--- src/rtl/rr_port_arbiter.sv ---
// rr_port_arbiter: 3x3 round-robin burst arbiter; define ARB_STATS_EN for per-input grant counters
module rr_port_arbiter #(
  parameter int PKT_WORDS = 4
) (
  input  logic        clk,
  input  logic        rst_n,
  input  logic [31:0] data1,
  input  logic [31:0] data2,
  input  logic [31:0] data3,
  input  logic        nempty1,
  input  logic        nempty2,
  input  logic        nempty3,
  output logic [1:0]  sel1,
  output logic [1:0]  sel2,
  output logic [1:0]  sel3,
  output logic        en1,
  output logic        en2,
  output logic        en3,
  output logic        rdreq1,
  output logic        rdreq2,
  output logic        rdreq3,
  output logic        busy
`ifdef ARB_STATS_EN
  ,
  output logic [15:0] gcnt1,
  output logic [15:0] gcnt2,
  output logic [15:0] gcnt3
`endif
);
  localparam logic [0:0] IDLE = 1'b0;
  localparam logic [0:0] XFER = 1'b1;
  logic [31:0] data [3];
  logic [2:0]  ne, granted, has, adv;
  logic [2:0]  req [3];
  logic [0:0]  st [3];
  logic [1:0]  gi [3], last [3], pick [3];
  logic [7:0]  cnt [3];
  function automatic logic [1:0] dst(input logic [1:0] c);
    return c == 2'b01 ? 2'd0 : c == 2'b11 ? 2'd2 : 2'd1;
  endfunction
  assign data[0] = data1;
  assign data[1] = data2;
  assign data[2] = data3;
  assign ne = {nempty3, nempty2, nempty1};
  always_comb begin
    granted = '0;
    adv = '0;
    has = '0;
    for (int p = 0; p < 3; p++) begin
      req[p] = '0;
      pick[p] = 2'd0;
    end
    for (int p = 0; p < 3; p++)
      for (int i = 0; i < 3; i++) begin
        granted[i] = granted[i] | (st[p] == XFER && gi[p] == 2'(i));
        adv[p] = adv[p] | (st[p] == XFER && gi[p] == 2'(i) && ne[i]);
      end
    for (int p = 0; p < 3; p++) begin
      for (int i = 0; i < 3; i++)
        req[p][i] = ne[i] && |data[i] && dst(data[i][1:0]) == 2'(p) && !granted[i];
      has[p] = |req[p];
      for (int k = 2; k >= 0; k--)
        if (req[p][(int'(last[p]) + 1 + k) % 3]) pick[p] = 2'((int'(last[p]) + 1 + k) % 3);
    end
  end
  always_ff @(posedge clk or negedge rst_n)
    if (!rst_n)
      for (int p = 0; p < 3; p++) begin
        st[p]   <= IDLE;
        gi[p]   <= 2'd0;
        cnt[p]  <= 8'd0;
        last[p] <= 2'd2;
      end
    else
      for (int p = 0; p < 3; p++)
        if (st[p] == IDLE) begin
          if (has[p]) begin
            st[p]  <= XFER;
            gi[p]  <= pick[p];
            cnt[p] <= 8'd0;
          end
        end else if (adv[p]) begin
          if (cnt[p] == 8'(PKT_WORDS - 1)) begin
            st[p]   <= IDLE;
            last[p] <= gi[p];
            cnt[p]  <= 8'd0;
          end else
            cnt[p] <= cnt[p] + 8'd1;
        end
  assign en1 = st[0] == XFER;
  assign en2 = st[1] == XFER;
  assign en3 = st[2] == XFER;
  assign sel1 = en1 ? gi[0] + 2'd1 : 2'b00;
  assign sel2 = en2 ? gi[1] + 2'd1 : 2'b00;
  assign sel3 = en3 ? gi[2] + 2'd1 : 2'b00;
  assign {rdreq3, rdreq2, rdreq1} = granted & ne;
  assign busy = en1 | en2 | en3;
`ifdef ARB_STATS_EN
  logic [2:0]  gev;
  logic [15:0] gc [3];
  always_comb begin
    gev = '0;
    for (int p = 0; p < 3; p++)
      for (int i = 0; i < 3; i++)
        gev[i] = gev[i] | (st[p] == IDLE && has[p] && pick[p] == 2'(i));
  end
  always_ff @(posedge clk or negedge rst_n)
    if (!rst_n)
      for (int i = 0; i < 3; i++) gc[i] <= 16'd0;
    else
      for (int i = 0; i < 3; i++)
        if (gev[i] && gc[i] != 16'hFFFF) gc[i] <= gc[i] + 16'd1;
  assign gcnt1 = gc[0];
  assign gcnt2 = gc[1];
  assign gcnt3 = gc[2];
`endif
endmodule

--- config.mk ---
export PLATFORM = sky130hd
export DESIGN_NAME = rr_port_arbiter
export DESIGN_NICKNAME = d
export VERILOG_FILES = /design/src/rtl/rr_port_arbiter.sv
export SDC_FILE = /design/constraint.sdc
export NUM_CORES = 1
export LEC_CHECK = 0
export CORE_MARGIN = 5
export CORE_UTILIZATION = 25
export DETAILED_ROUTE_END_ITERATION = 6
export GPL_TIMING_DRIVEN = 0
export SETUP_SLACK_MARGIN = 0.02
export SLEW_MARGIN = 20
export SYNTH_ARGS = -nofsm -noshare
export SYNTH_HDL_FRONTEND = slang
export SYNTH_SLANG_ARGS = --single-unit
--- constraint.sdc ---
create_clock -name clk -period 2.66 [get_ports clk]
set_clock_uncertainty 0.2 [all_clocks]
set_input_delay 0.532 -clock clk [delete_from_list [all_inputs] [get_ports clk]]
set_output_delay 0.532 -clock clk [all_outputs]
set_load 0.005 [all_outputs]
==> flow_metrics.tcl <==
set metrics [dict create \
    initial_core_util_pct 25.4 \
    slew_viol_final 0 \
    cts_buffer_depth 2 \
    ant_nets 0 \
    rr_worst_depth 9 \
    worstReg2RegStart "gi[0]" \
    via_per_inst 5.14 \
    die_w_um 118 \
    setup_ws_ns 0.109 \
    yosysWarnings 0 \
    fillCellCount 1119 \
    regArea_um2 982 \
    tightest_slew_ns 0.519 \
    nNetsFinal 615 \
    place.gp.congestion 0.857 \
    wl_per_cell_um 15.1 \
    grt_pass1_wl_um 15600 \
    dp.final_hpwl_um 7450 \
    finalCriticalPeriod_ns 2.55 \
    startpoint_type "register" \
    ys_seq_elements 39 \
    hold_path.class "register to register" \
    cts-buffers-inserted 5 \
    hold_viol 0 \
    netlist_top_cells_area "dfrtp_1 (31%), ha_1 (10%), nor4_1 (5.6%)" \
    clk-insertion-delay-late_ns 0.28 \
    drt_iter0_markers 160 \
    relSlewSlack_pct 65.3 \
    yosysSeqAreaShare_pct 33.9 \
    path_class "register to output port" \
    leakage_nw 1.83 \
    grt_max_degree 31 \
    p_total_w 0.00367 \
    ir_drop_uv 330 \
    synthToLayoutAreaGrowth_pct 59.6 \
    finalWirelength_um 9570 \
    cp_max_fo 10 \
    yosysTopAreaCell "dfrtp_1" \
    portBuffers 112 \
    h-tree-depth 2 \
    timing.final.crit_share_pct 95.9 \
    async_flop_share_pct 100 \
    multi_input_area_um2 1880 \
    drc 0 \
    startpoint "en3" \
    synth_most_common_cell "nand2_1" \
    antenna_found_initial 0 \
    syn_area_um2 2890 \
    clock_sinks 39 \
    syn_avg_cell_area_um2 8.26 \
    maxCapViolCount 0 \
    max_freq_mhz 392 \
    final_core_util_pct 40.6 \
    synth_edf_count 0 \
    core_um2 11400 \
    core.rowCount 39 \
    synthesis.nets 475 \
    setup_violations 0 \
    ios 114 \
    pre_cts_slack_ns -0.791 \
    die_area_um2 13800 \
    antennaDiodeCount 0 \
    min_delay_path_depth 1 \
    root_buffer "clkbuf_16" \
    ys.flop_type "dfrtp_1" \
    synth_top_area_share_pct 31.2 \
    worst_setup_path_end_kind "output port" \
    ys_types 54 \
    gr-total-overflow 0 \
    grt_pass1_vias 3222 \
    cp.required_ns 1.93 \
    synthTopCellsByCount "nand2_1 (43), dfrtp_1 (36), o21ai_0 (28), nor4_1 (26), ha_1 (24)" \
    power.density_nw_per_um2 796 \
    dr.pass1.iters 4 \
    fp.dieH_um 118 \
    num_vias 3261 \
    status "completed" \
    hp-start "cnt[0]" \
    cts_tree "built" \
    cp.arrival_ns 1.82 \
    rsz0062_at_grt "yes" \
    drive_gt1_share_pct 12.8 \
    synthCells 350 \
    path_clk_slew_ns 0.06 \
    grtUsageTotal_pct 13.3 \
]
-- repair_timing --
action | CTS | global route
endpoints found under the hold margin | 8 | 0
cloned | 0 | 0
setup buffers | 15 | 5
resized for setup | 12 | 26
hold buffers | 1 | 0
pin swaps | 5 | 5
endpoints found under the setup margin | 23 | 35
-- layout by cell type (no fill, tap or decap), drive strengths merged, types with 14 or more instances in the layout --
master and instances:
clkdlybuf4s50 108, nor4 27, clkbuf 14, ha 24, nand2 43, nor2 19
a21oi 16, inv 23, nand3 16, buf 21, o21ai 29, dfrtp 36
-- cell families after synthesis --
family,Yosys count,share of synthesized area (%)
DFF,39,33.9
buffers and inverters,30,3.94
AOI/OAI and AO/OA,92,20.8
muxes,3,1.21
adders and majority gates,24,10.4
and+or+nand+nor,162,29.8
-- report_power, final --
group	switching, W	leakage [nW]	total (W)	internal, W
Clock	0.000239	0.0761	0.000638	0.000399
Combinational	0.000992	1.31	0.00200	0.00101
Sequential	0.000227	0.442	0.00104	0.000809
Total	0.00146	1.83	0.00367	0.00222
-- registers in the layout (all words and copies together), names as in the netlist --
register  flops
cnt          24
en1           1
en2           1
en3           1
gi            6
last          6
-- critical path, cell delays in order (launching register included) --
cell and delay (ns):
dfrtp_1 0.47, clkbuf_2 0.23, or3_1 0.37, clkdlybuf4s50_1 0.47
-- path summary, 6_finish.rpt --
check / slack (ns) / endpoint
max: 0.11 / busy
min: 0.32 / cnt[0]
max reg2reg: 0.14 / cnt[21]
min reg2reg: 0.32 / cnt[0]
max in group asynchronous: 1.26 / last[1]
min in group asynchronous: 0.47 / cnt[16]
-- metal layers --
| metal | GRT usage, % | vias to the layer above | share of wire [%] |
|---|---|---|---|
| met4 | 2.65 | 0 | 0.73 |
| li1 | - | 1610 | - |
| met1 | 16.7 | 1547 | 43 |
| met2 | 23.7 | 97 | 50 |
| met5 | 0 | - | 0 |
| met3 | 2.74 | 7 | 5.4 |
-- cell type report --
cell class | instances | share of cell area [%]
multi-input cells | 281 | 40.8
inverters | 24 | 2.03
clock buffers | 7 | 3.31
clock inverters | 1 | 0.163
flip-flops and latches | 39 | 21.3
well taps | 143 | 3.88
repair buffers | 133 | 27.9
plain buffers | 6 | 0.678
-- stage by stage --
| step | hold WS, ns | instances | instance area (um2) | TNS [ns] |
|---|---|---|---|---|
| global placement | 0.305 | 605 | 4190 | -16.93 |
| global route | 0.341 | 634 | 4610 | -0.00336 |
| finish | 0.325 | 634 | 4610 | 0 |
| floorplan | 0.0364 | 350 | 2890 | 0 |
| detailed placement | 0.228 | 606 | 4210 | -9.65 |
| CTS | 0.325 | 630 | 4530 | 0 |
(Power assumes the default switching activity.)
